**src/rtl/sync_pattern_tx_if.sv**
```systemverilog
`default_nettype none
// ============================================================================
//  Module      : sync_pattern_tx_if
//  Description : Request/stream bundle for the framed serial transmitter.
//                master drives start/data_in and observes the stream;
//                slave (the transmitter) drives o/busy/done.
//  Signals     : start   - request to send a frame
//                data_in - payload word, DATA_BITS wide
//                o       - serial bit stream
//                busy    - frame in progress
//                done    - one-cycle end-of-frame pulse
//  Revision    : 1.0 - initial release
// ============================================================================
interface sync_pattern_tx_if #(
  parameter int DATA_BITS = 8
);
  logic                 start;
  logic [DATA_BITS-1:0] data_in;
  logic                 o;
  logic                 busy;
  logic                 done;

  modport master (output start, output data_in, input o, input busy, input done);
  modport slave  (input start, input data_in, output o, output busy, output done);
endinterface
`default_nettype wire

```
**src/rtl/sync_pattern_tx.sv**
```systemverilog
`default_nettype none
// ============================================================================
//  Module      : sync_pattern_tx
//  Description : Framed serial transmitter. Each frame is a SYNC_LEN-bit
//                preamble (MSB first), a DATA_BITS payload (MSB first) and
//                GAP_BITS zero guard bits; every bit is held CLKS_PER_BIT
//                clocks. All outputs are registered.
//  Ports       : clk       - system clock, rising edge
//                rst       - synchronous active-high reset
//                bus.start - frame request, sampled only when idle
//                bus.data_in - payload, latched when start is accepted
//                bus.o     - serial stream
//                bus.busy  - high while SYNC/DATA/GAP
//                bus.done  - one-cycle pulse at frame completion
//  Revision    : 1.0 - initial release
// ============================================================================
module sync_pattern_tx #(
  parameter int                  DATA_BITS    = 8,
  parameter int                  SYNC_LEN     = 4,
  parameter logic [SYNC_LEN-1:0] SYNC_PAT     = 4'b1101,
  parameter int                  GAP_BITS     = 2,
  parameter int                  CLKS_PER_BIT = 1
) (
  input  logic               clk,
  input  logic               rst,
  sync_pattern_tx_if.slave   bus
);

  localparam int C_MAX_SD  = (SYNC_LEN > DATA_BITS) ? SYNC_LEN : DATA_BITS;
  localparam int C_MAX_LEN = (C_MAX_SD > GAP_BITS) ? C_MAX_SD : GAP_BITS;
  localparam int BCW       = $clog2(C_MAX_LEN + 1);
  localparam int HCW       = $clog2(CLKS_PER_BIT + 1);

  localparam logic [HCW-1:0] C_HOLD_MAX  = HCW'(CLKS_PER_BIT - 1);
  localparam logic [BCW-1:0] C_SYNC_LAST = BCW'(SYNC_LEN - 1);
  localparam logic [BCW-1:0] C_DATA_LAST = BCW'(DATA_BITS - 1);
  localparam logic [BCW-1:0] C_GAP_LAST  = BCW'(GAP_BITS - 1);

  typedef enum logic [1:0] {
    S_IDLE = 2'd0,
    S_SYNC = 2'd1,
    S_DATA = 2'd2,
    S_GAP  = 2'd3
  } state_t;

  state_t               state_q, state_d;
  logic [HCW-1:0]       hold_q, hold_d;
  logic [BCW-1:0]       bit_q, bit_d;
  logic [DATA_BITS-1:0] shreg_q, shreg_d;
  logic [SYNC_LEN-1:0]  sync_q, sync_d;
  logic                 o_q, o_d;
  logic                 busy_q, busy_d;
  logic                 done_q, done_d;
  logic                 wrap;

  // A bit-time ends when the hold counter reaches its last count.
  assign wrap = (hold_q == C_HOLD_MAX);

  always_ff @(posedge clk) begin
    if (rst) begin
      state_q <= S_IDLE;
      hold_q  <= '0;
      bit_q   <= '0;
      shreg_q <= '0;
      sync_q  <= '0;
      o_q     <= 1'b0;
      busy_q  <= 1'b0;
      done_q  <= 1'b0;
    end else begin
      state_q <= state_d;
      hold_q  <= hold_d;
      bit_q   <= bit_d;
      shreg_q <= shreg_d;
      sync_q  <= sync_d;
      o_q     <= o_d;
      busy_q  <= busy_d;
      done_q  <= done_d;
    end
  end

  always_comb begin
    state_d = state_q;
    hold_d  = hold_q;
    bit_d   = bit_q;
    shreg_d = shreg_q;
    sync_d  = sync_q;
    o_d     = o_q;
    busy_d  = busy_q;
    done_d  = 1'b0;

    case (state_q)
      S_IDLE: begin
        o_d    = 1'b0;
        busy_d = 1'b0;
        hold_d = '0;
        bit_d  = '0;
        if (bus.start) begin
          // First preamble bit goes out on the accepting edge; the remaining
          // preamble bits are queued pre-shifted so the MSB is always next.
          state_d = S_SYNC;
          shreg_d = bus.data_in;
          sync_d  = SYNC_PAT << 1;
          o_d     = SYNC_PAT[SYNC_LEN-1];
          busy_d  = 1'b1;
        end
      end

      S_SYNC: begin
        hold_d = wrap ? '0 : hold_q + 1'b1;
        if (wrap) begin
          if (bit_q == C_SYNC_LAST) begin
            state_d = S_DATA;
            bit_d   = '0;
            o_d     = shreg_q[DATA_BITS-1];
            shreg_d = shreg_q << 1;
          end else begin
            bit_d  = bit_q + 1'b1;
            o_d    = sync_q[SYNC_LEN-1];
            sync_d = sync_q << 1;
          end
        end
      end

      S_DATA: begin
        hold_d = wrap ? '0 : hold_q + 1'b1;
        if (wrap) begin
          if (bit_q == C_DATA_LAST) begin
            state_d = S_GAP;
            bit_d   = '0;
            o_d     = 1'b0;
          end else begin
            bit_d   = bit_q + 1'b1;
            o_d     = shreg_q[DATA_BITS-1];
            shreg_d = shreg_q << 1;
          end
        end
      end

      S_GAP: begin
        hold_d = wrap ? '0 : hold_q + 1'b1;
        o_d    = 1'b0;
        if (wrap) begin
          if (bit_q == C_GAP_LAST) begin
            state_d = S_IDLE;
            bit_d   = '0;
            busy_d  = 1'b0;
            done_d  = 1'b1;
          end else begin
            bit_d = bit_q + 1'b1;
          end
        end
      end

      default: begin
        state_d = S_IDLE;
        hold_d  = '0;
        bit_d   = '0;
        o_d     = 1'b0;
        busy_d  = 1'b0;
        done_d  = 1'b0;
      end
    endcase
  end

  assign bus.o    = o_q;
  assign bus.busy = busy_q;
  assign bus.done = done_q;

endmodule
`default_nettype wire

```
**src/flat_wrapper.sv**
```systemverilog
// flat-port wrapper written by rule: the top's interface ports become plain ports
module sync_pattern_tx_flat 
#(
  parameter int                  DATA_BITS    = 8,
  parameter int                  SYNC_LEN     = 4,
  parameter logic [SYNC_LEN-1:0] SYNC_PAT     = 4'b1101,
  parameter int                  GAP_BITS     = 2,
  parameter int                  CLKS_PER_BIT = 1
)
  (clk, rst, bus_start, bus_data_in, bus_o, bus_busy, bus_done);
  sync_pattern_tx_if #(.DATA_BITS(DATA_BITS)) bus_i ();
  input  logic clk;
  input  logic rst;
  input wire logic [$bits(bus_i.start)-1:0] bus_start;
  input wire logic [$bits(bus_i.data_in)-1:0] bus_data_in;
  output wire logic [$bits(bus_i.o)-1:0] bus_o;
  output wire logic [$bits(bus_i.busy)-1:0] bus_busy;
  output wire logic [$bits(bus_i.done)-1:0] bus_done;
  assign bus_i.start = bus_start;
  assign bus_i.data_in = bus_data_in;
  assign bus_o = bus_i.o;
  assign bus_busy = bus_i.busy;
  assign bus_done = bus_i.done;
  sync_pattern_tx #(.DATA_BITS(DATA_BITS), .SYNC_LEN(SYNC_LEN), .SYNC_PAT(SYNC_PAT), .GAP_BITS(GAP_BITS), .CLKS_PER_BIT(CLKS_PER_BIT)) u_core (.clk(clk), .rst(rst), .bus(bus_i));
endmodule
```
**config.mk**
```make
export PLATFORM = sky130hd
export DESIGN_NAME = sync_pattern_tx_flat
export DESIGN_NICKNAME = d
export VERILOG_FILES = /design/src/rtl/sync_pattern_tx_if.sv /design/src/rtl/sync_pattern_tx.sv /design/src/flat_wrapper.sv
export SDC_FILE = /design/constraint.sdc
export NUM_CORES = 1
export LEC_CHECK = 0
export BUFFER_PORTS_ARGS = -buffer_cell sky130_fd_sc_hd__buf_2
export CORE_UTILIZATION = 40
export CTS_CLUSTER_SIZE = 8
export DETAILED_ROUTE_END_ITERATION = 16
export HOLD_SLACK_MARGIN = 0.08
export SYNTH_ARGS = -nofsm -noshare
export SYNTH_HDL_FRONTEND = slang
export SYNTH_SLANG_ARGS = --single-unit
```
**constraint.sdc**
```tcl
create_clock -name clk -period 1.8 [get_ports clk]
set_input_delay 0.18 -clock clk [delete_from_list [all_inputs] [get_ports clk]]
set_output_delay 0.18 -clock clk [all_outputs]
set_load 0.02 [all_outputs]
```
======== Word-level counts from Yosys, hierarchy flattened ========
Cells that the tools add are included.
cells by class
  muxes and demuxes ....................... 37
  bitwise operators ....................... 1
  reductions and logical operators ........ 12
  $add $sub $neg .......................... 2
  equal/unequal tests ..................... 15
operators by type and width
  kind                 number
  $mux 8               5
  $mux 4               9
  $pmux 8 s3           1
  $pmux 4 s4           1
  $mux 2               7
  $ne 2x2->1 const B   6
  $mux 1               9
  $pmux 2 s4           1
  $pmux 4 s2           1
  $reduce_and 7->1     1
  $ne 2x1->1 const B   3
  $reduce_and 3->1     2
  $reduce_and 6->1     1
  $reduce_or 3->1      2
  $add 4x1->4 const B  1
  $eq 2x2->1 const B   2
  $eq 4x1->1 const B   1
  $eq 4x2->1 const B   1
  $eq 4x3->1 const B   1
  $pmux 1 s2           2
  $pmux 1 s4           1
  $reduce_and 4->1     1
  $reduce_bool 2->1    2
  $reduce_bool 3->1    1
  other kinds (5)      5
storage, ports and cells
  output and inout port bits .............. 3
  word-level logic and storage cells ...... 75
  register bits ........................... 22
  bits of input ports ..................... 11

======== Logic depth before layout (Yosys ltp) ========
Gate-level depths: netlist of run 1.
  word-level depth ........................ 4
  depth in mapped cells ................... 7
  gate-level depth less buffers ........... 6

======== Least setup slack after synthesis of run 1 ========
OpenSTA, ideal clock, no wires.
  path kind ............................... flip-flop to flip-flop
  start point ............................. register u_core.bit_q[0]
  end point ............................... register u_core.shreg_q[5]
  library setup time ...................... 79 ps
  clock period less this slack ............ 1961 ps
  arrival ................................. 1882 ps
  path slack .............................. -161 ps
  data required time ...................... 1721 ps
  path buffers ............................ 1
  cell stages (with the launch flop) ...... 7
  cells stage by stage .................... dfxtp_1 ha_1 or3b_4 a2111oi_4 buf_6 nor2_1 a211oi_2
between the ends
  longest elaborated chain between the ends .. 3
  elaborated cells on any way between the ends .. 5
  those cells by class .................... eq/ne (4); reduce/logical (1)
RTL lines
  item                                                       line                                            source
  start, declared                                            sync_pattern_tx.sv:48                           logic [BCW-1:0] bit_q, bit_d;
  start signal, assigned                                     sync_pattern_tx.sv:72                           bit_q <= bit_d;
  $eq 4x3->1 or $eq 4x2->1 (tied branches)                   sync_pattern_tx.sv:127, sync_pattern_tx.sv:111
  $ne 2x2->1 (no source line) or $ne 2x1->1 (tied branches)  -
  $reduce_and 6->1 (no source line) *                        -
  end signal, assigned                                       sync_pattern_tx.sv:73                           shreg_q <= shreg_d;
  end, declared                                              sync_pattern_tx.sv:49                           logic [DATA_BITS-1:0] shreg_q, shreg_d;
Every way passes the cells marked *; elsewhere a longest branch is shown, timed or not.
A chain may end at the register's enable or synchronous reset.

======== Worst setup path after layout of run 1 ========
  start point ............................. register u_core.bit_q[0]
  end point ............................... register u_core.shreg_q[4]
The elaborated chain is that of the path after synthesis.

==> impl_results.md, run 1 <==
* Status: complete, but fails checks
* Failing checks: negative setup slack
* P_int at roughly 1.4 mW
* I/O pin total at 14
* Period minus WS final at roughly 1.8 ns
* Setup_tns at -0.0291 ns
* CTS tree: yes
* Crit Path Category: flip-flop to flip-flop
* RePlAce Congestion at 0.824
* Total power at roughly 2.3 mW
* Tightest Pin Transition at 0.415 ns
* Sequential share of power at between 30% and 40%
* Syn nets at about 120
* Initial antenna violation count at 0
* Most common cell after layout, fill and taps aside: dfxtp_1
* Die area at around 2700 sq um
* Leak Pwr at between 0.5 and 0.6 nW
* Max Slew Vio Count at 0
* Seq/Total Area, Yosys at roughly 39%
* Vias in the first global route at about 800
* Starting DRT DRC Count at 17
* Vias per cell at 5.35
* Initial Util at approximately 44%
* Overall routing resource usage at approximately 17%
* Drt first pass iters at 4
* Die H at between 50 and 60 microns
* Clock slew at reported path FFs at ~0.12 ns
* Post-route DRC at 0
* Slew headroom at a little over 70%
* Fin crit share at 101%
* Final ANT Viol Nets at 0
* Post-synth EDFFs at 0
* Setup-failing EPs final at 5
* Worst Setup Start Kind: flip-flop
* Max-capacitance violation count at 0
* FFs w/ async S/R, synth at 0%
* Mean Syn Cell Area at 9.68 sq um
* Clock root buffer: clkbuf_4
* Fillers at ~210
* Routed WL at about 2100 microns
* Hold buffer count at CTS at 0
* Main synth FF type: dfxtp_1
* Most frequent cells in the layout: dfxtp_1, nor2_1, buf_2, buf_4, mux2i_1
* Grt total ovfl at 0
* DP Wirelength at ~1400 microns
* CTS Sinks at 20
* Worst Slack Setup Final at -0.00904 ns
* Port bufs at 13
* Achievable Freq at 553 MHz
* H-tree levels at 1
* Routed WL per cell at 13.3 microns
* CP Capture Type: flip-flop
* Non-Filler Instances at 156
* Std-Cell Rows at 17
* Final hold violations at 0
* Sw frac at between 30% and 40%
* Dpl cells at 147
* Yosys reg bits at 20
* Power Dens Cells at approximately 1800 nW/um^2
* First-pass GRT wire length at 3430 microns
* VDD IR max at 1.04 mV
* Core ar. at ~2300 sq um
* RSZ-0062 raised after global routing: true
* Die W at 52.4 microns
* Worst Hold Class: input pin to flip-flop
* Required time worst endpoint at 2.03 ns
* Clock Tree Buf Depth at 2
* Synth cell types at 34
* Clk_skew at slightly above 0.008 ns
* Comb pwr share at around 53%
* TritonCTS Buffers at 3
* Worst Path Arrival at slightly above 2 ns
* Via count at approximately 830
* ANT cells at 0
* Worst-Skew Late Latency at 0.30 ns
* Area delta synth->final at 26.8%
* P_sw at slightly above 0.8 mW
* Ys Warns at 0
* Clk network pwr share at approximately 16%
* Mapped cell area at 1020 sq um
* Post-synthesis cell count at 105
* Pin count of the biggest net entering global routing at 19
* Layout Nets at roughly 150
* Layout cells sized above 1 at 35.9%
* Hold WS at about 0.14 ns
* Crit-path max FO at 15
-- state kept, by name, indices dropped and copies added (netlist names) --
name and flops:
u_core.bus.done 1, u_core.bus.busy 1, u_core.state_q 2, u_core.sync_q 3, u_core.shreg_q 8, u_core.bus.o 1, u_core.bit_q 4
-- layout make-up --
type	instances	area (sq um)	share of cell area [%]
Clock buffer	3	22.5	1.75
Timing Repair Buffer	24	160	12.4
Inverter	6	22.5	1.75
Clock inverter	1	30.0	2.33
Sequential cell	20	410	31.8
Tap cell	28	35.0	2.72
Multi-Input combinational cell	74	608	47.2
-- per-stage QoR --
stage / setup WS, ns / utilization (%) / cell area (sq um)
2_1_floorplan: -0.00522 / - / 1040
3_3_place_gp: 0.0211 / 50.9 / 1170
3_5_place_dp: -0.00443 / 50.9 / 1170
4_1_cts: -0.0277 / 54.5 / 1250
5_1_grt: -0.121 / 56.1 / 1290
6_report: -0.00904 / 56.1 / 1290
-- cell families (layout without fill, tap and decap cells) --
family | Yosys count | after routing | synth area share, %
AO/OA/AOI/OAI | 22 | 22 | 19.2
buffers and inverters | 11 | 34 | 4.80
adder cells (fa/ha/maj) | 7 | 7 | 8.62
flip-flops | 20 | 20 | 39.4
AND/OR/NAND/NOR | 34 | 34 | 17.2
XOR/XNOR | 2 | 2 | 1.72
multiplexers | 9 | 9 | 8.99
-- cell usage after synthesis, drive strengths merged (2+ instances only) --
cell type | number | area share, %
ha | 7 | 8.6
mux2i | 8 | 7.9
dfxtp | 20 | 39
buf | 2 | 1.5
or3b | 2 | 2.0
a311oi | 3 | 2.6
nand3 | 2 | 0.99
a31oi | 2 | 1.2
inv | 6 | 2.2
a211oi | 7 | 6.2
nor2 | 17 | 6.3
nand2 | 3 | 1.1
nand3b | 2 | 1.5
a21oi | 3 | 1.5
a221oi | 2 | 1.7
nor2b | 2 | 1.2
clkbuf | 3 | 1.1
-- critical path, stage by stage, from the launching register on --
cell and delay (ns):
dfxtp_4 0.40, ha_4 0.13, or3b_4 0.41, a2111oi_4 0.38
buf_12 0.19, nor2_2 0.04, a211oi_1 0.19
-- repair_timing --
item / 4_1_cts / 5_1_grt
gates resized for setup: 4 / 6
buffers inserted: 3 / 2
setup endpoints to repair: 7 / 12
endpoints found under the hold margin: 0 / 0
pin swaps: 1 / 2
-- power by group through the flow --
stage          sequential (mW)  combinational [mW]  clock, mW
2_1_floorplan            0.700               0.793          0
3_3_place_gp             0.697                1.07          0
3_5_place_dp             0.703                1.09          0
4_1_cts                  0.693                1.14      0.381
5_1_grt                  0.726                1.32      0.396
6_report                 0.703                1.20      0.367
-- per-layer routing --
| layer | vias up | global-route usage (%) | wire [microns] |
|---|---|---|---|
| met5 | - | 0 | 0 |
| met1 | 386 | 23.1 | 1040 |
| met4 | 0 | 9.65 | 17 |
| met3 | 2 | 3.19 | 72 |
| li1 | 428 | - | - |
| met2 | 18 | 23.8 | 951 |
-- final timing paths --
check                                           startpoint                        endpoint  slack [ns]  cells past startpoint
worst max-delay path            u_core.bit_q[0]$_SDFF_PP0_  u_core.shreg_q[4]$_SDFFE_PP0P_      -0.009                      6
worst min-delay path                        bus_data_in[0]  u_core.shreg_q[0]$_SDFFE_PP0P_        0.14                      3
worst max register to register  u_core.bit_q[0]$_SDFF_PP0_  u_core.shreg_q[4]$_SDFFE_PP0P_      -0.009                      6
worst min register to register  u_core.bit_q[0]$_SDFF_PP0_      u_core.bit_q[0]$_SDFF_PP0_        0.48                      1
Power figures use the tool's default switching activity.
==> run 2, diff against run 1 <==
--- a/config.mk
+++ b/config.mk
@@ -5,7 +5,7 @@
 export SDC_FILE = /design/constraint.sdc
 export NUM_CORES = 1
 export LEC_CHECK = 0
-export BUFFER_PORTS_ARGS = -buffer_cell sky130_fd_sc_hd__buf_2
+export BUFFER_PORTS_ARGS = -buffer_cell sky130_fd_sc_hd__buf_4
 export CORE_UTILIZATION = 40
 export CTS_CLUSTER_SIZE = 8
 export DETAILED_ROUTE_END_ITERATION = 16
==> run 2 against run 1 <==
Effect of this change:
- the run still ends with negative setup slack left
- clock power fell by 29%
- design area grew 11%
- cell count grew 5.1%
- critical path type unchanged
- via count grew 4.0%
- wire length up 12%
- largest power group unchanged
- sequential power increased by 2%
- core utilization rose by 6.3 points
- global-route usage grew 0.45 points
- combinational power is 30% higher
- sequential cell count stayed put
- clock skew is 0.0036 ns lower
- critical path depth rose by 1
==> impl_results.md, run 2 (synthesis gave the netlist of run 1 again) <==
* Status: complete, but fails checks (unchanged)
* Failing checks: negative setup slack (unchanged)
* CP top delay family: compound AO/OA/AOI/OAI gates (unchanged)
* Period minus WS final at 1.90 ns (was 1.81 ns)
* H-tree levels at 1 (unchanged)
* ANT cells at 0 (unchanged)
* CP cell instances: inv_2, ha_4, or3b_4, a222oi_1, buf_4, a21oi_2, a311oi_1 (was ha_4, or3b_4, a2111oi_4, buf_12, nor2_2, a211oi_1)
* M1 wire length at 1140 microns (was 1040 microns)
* Metal3 WL at 86 microns (was 72 microns)
* Initial Util at 44.2% (unchanged)
* Power Dens Cells at 1770 nW/um^2 (was 1760 nW/um^2)
* Port bufs at 13 (unchanged)
* CTS tree: yes (unchanged)
* Clock Tree Buf Depth at 2 (unchanged)
* First-pass GRT wire length at 3390 microns (was 3430 microns)
* Slew headroom at 73.0% (was 72.3%)
* Grt total ovfl at 0 (unchanged)
* CP Capture Type: flip-flop (unchanged)
* Reg with most FFs: u_core.shreg_q (unchanged)
* Leak Pwr at 0.585 nW (was 0.523 nW)
* Non-Filler Instances at 164 (was 156)
* Clock root buffer: clkbuf_4 (unchanged)
* Final hold violations at 0 (unchanged)
* Layout cells sized above 1 at 45.6% (was 35.9%)
* Worst stage delay on the critical path at 0.38 ns (was 0.41 ns)
* Setup-failing EPs final at 10 (was 5)
* Post-route DRC at 0 (unchanged)
* Required time worst endpoint at 2.01 ns (was 2.03 ns)
* Fin crit share at 105% (was 101%)
* Core ar. at 2300 sq um (unchanged)
* Vias per cell at 5.29 (was 5.35)
* I/O pin total at 14 (unchanged)
* RSZ-0062 raised after global routing: true (unchanged)
* Achievable Freq at 527 MHz (was 553 MHz)
* Drt first pass iters at 4 (unchanged)
* Tightest Pin Transition at 0.405 ns (was 0.415 ns)
* VDD IR max at 1.22 mV (was 1.04 mV)
* Largest registers: u_core.shreg_q x8, u_core.bit_q x4, u_core.sync_q x3 (unchanged)
* Crit path buf inv count at 2 (was 1)
* Clock slew at reported path FFs at 0.11 ns (was 0.12 ns)
* Pin count of the biggest net entering global routing at 19 (unchanged)
* CTS Sinks at 20 (unchanged)
* Worst Path Arrival at 2.11 ns (was 2.04 ns)
* Routed length on met2 at 1090 microns (was 951 microns)
* Die H at 52.4 microns (unchanged)
* TritonCTS Buffers at 3 (unchanged)
* Initial antenna violation count at 0 (unchanged)
* Starting DRT DRC Count at 24 (was 17)
* Die area at 2750 sq um (unchanged)
* Std-Cell Rows at 17 (unchanged)
* Routed WL per cell at 14.3 microns (was 13.3 microns)
* Most common cell after layout, fill and taps aside: buf_4 (was dfxtp_1)
* RePlAce Congestion at 0.841 (was 0.824)
* Max-capacitance violation count at 0 (unchanged)
* Max FFs per register at 8 (unchanged)
* Final ANT Viol Nets at 0 (unchanged)
* Dpl cells at 148 (was 147)
* Overall routing resource usage at 17.2% (was 16.7%)
* Area delta synth->final at 41.1% (was 26.8%)
* Crit-path max FO at 5 (was 15)
* DP Wirelength at 1510 microns (was 1420 microns)
* Vias in the first global route at 754 (was 792)
* DR top layer: met4 (unchanged)
* Crit path max-delay cell type: dfxtp_4 (was or3b_4)
* Max Slew Vio Count at 0 (unchanged)
* Worst Slack Setup Final at -0.0981 ns (was -0.00904 ns)
* Hold buffer count at CTS at 0 (unchanged)
* Layout Nets at 155 (was 147)
* Die W at 52.4 microns (unchanged)
* Clk_skew at 0.00452 ns (was 0.00810 ns)
* Crit Path Category: flip-flop to flip-flop (unchanged)
* Worst Setup Start Kind: flip-flop (unchanged)
* Via count at 867 (was 834)
* Most frequent cells in the layout: buf_4, dfxtp_1, nor2_1, mux2i_1, a211oi_2 (was dfxtp_1, nor2_1, buf_2, buf_4, mux2i_1)
* Pre-CTS setup slack at -0.0249 ns (was -0.00443 ns)
* Worst Hold Class: input pin to flip-flop (unchanged)
* Routed WL at 2340 microns (was 2080 microns)
* Worst-Skew Late Latency at 0.30 ns (about the same)
## run 2: tightest hold or removal path: cells and delay by family
family	cells	cell delay [ns]
compound gates	1	0.05
buf+inv	1	0.11
simple gates	1	0.08
## run 2: what timing repair did
action | in CTS | in global routing
setup endpoints to repair | 5 | 13
buffers inserted | 2 | 9
gates cloned | 0 | 1
resized for setup | 5 | 16
pin swaps | 0 | 9
## run 2: report_power, final
group,switching [mW],internal [mW]
logic,0.700,0.863
registers,0.114,0.600
clock network,0.139,0.123
## run 2: area by class of cell
cell class                 instances  area (sq um)
tap                               28          35.0
multi-input combinational         74           649
inverter                           6          22.5
clock buffer                       4          36.3
sequential                        20           409
timing repair buffer              32           282
fill                             194           863
## run 2: worst paths after layout
path	from	to	slack, ns	cells past startpoint
max	u_core.bit_q[1]$_SDFF_PP0_	u_core.state_q[0]$_SDFFE_PP0P_	-0.1	7
min	bus_data_in[0]	u_core.shreg_q[0]$_SDFFE_PP0P_	0.16	3
min reg2reg	u_core.bit_q[0]$_SDFF_PP0_	u_core.bit_q[0]$_SDFF_PP0_	0.48	1
max reg2reg	u_core.bit_q[1]$_SDFF_PP0_	u_core.state_q[0]$_SDFFE_PP0P_	-0.1	7
## run 2: per-stage QoR
stage	TNS, ns	util (%)	cell area [sq um]	power (mW)	hold slack (ns)
global placement	0	52.7	1210	1.80	0.443
detailed placement	-0.0290	52.7	1210	1.82	0.454
finish	-0.354	62.4	1430	2.54	0.156
global route	-1.23	62.4	1430	2.72	0.134
floorplan	-0.0104	-	1040	1.49	0.343
CTS	-0.0644	55.6	1280	2.17	0.146
## run 2: layer usage
metal	track usage [%]	up-vias
met5	0	-
met4	5.26	0
met3	6.09	2
met2	26.2	19
met1	22.4	405
li1	-	441
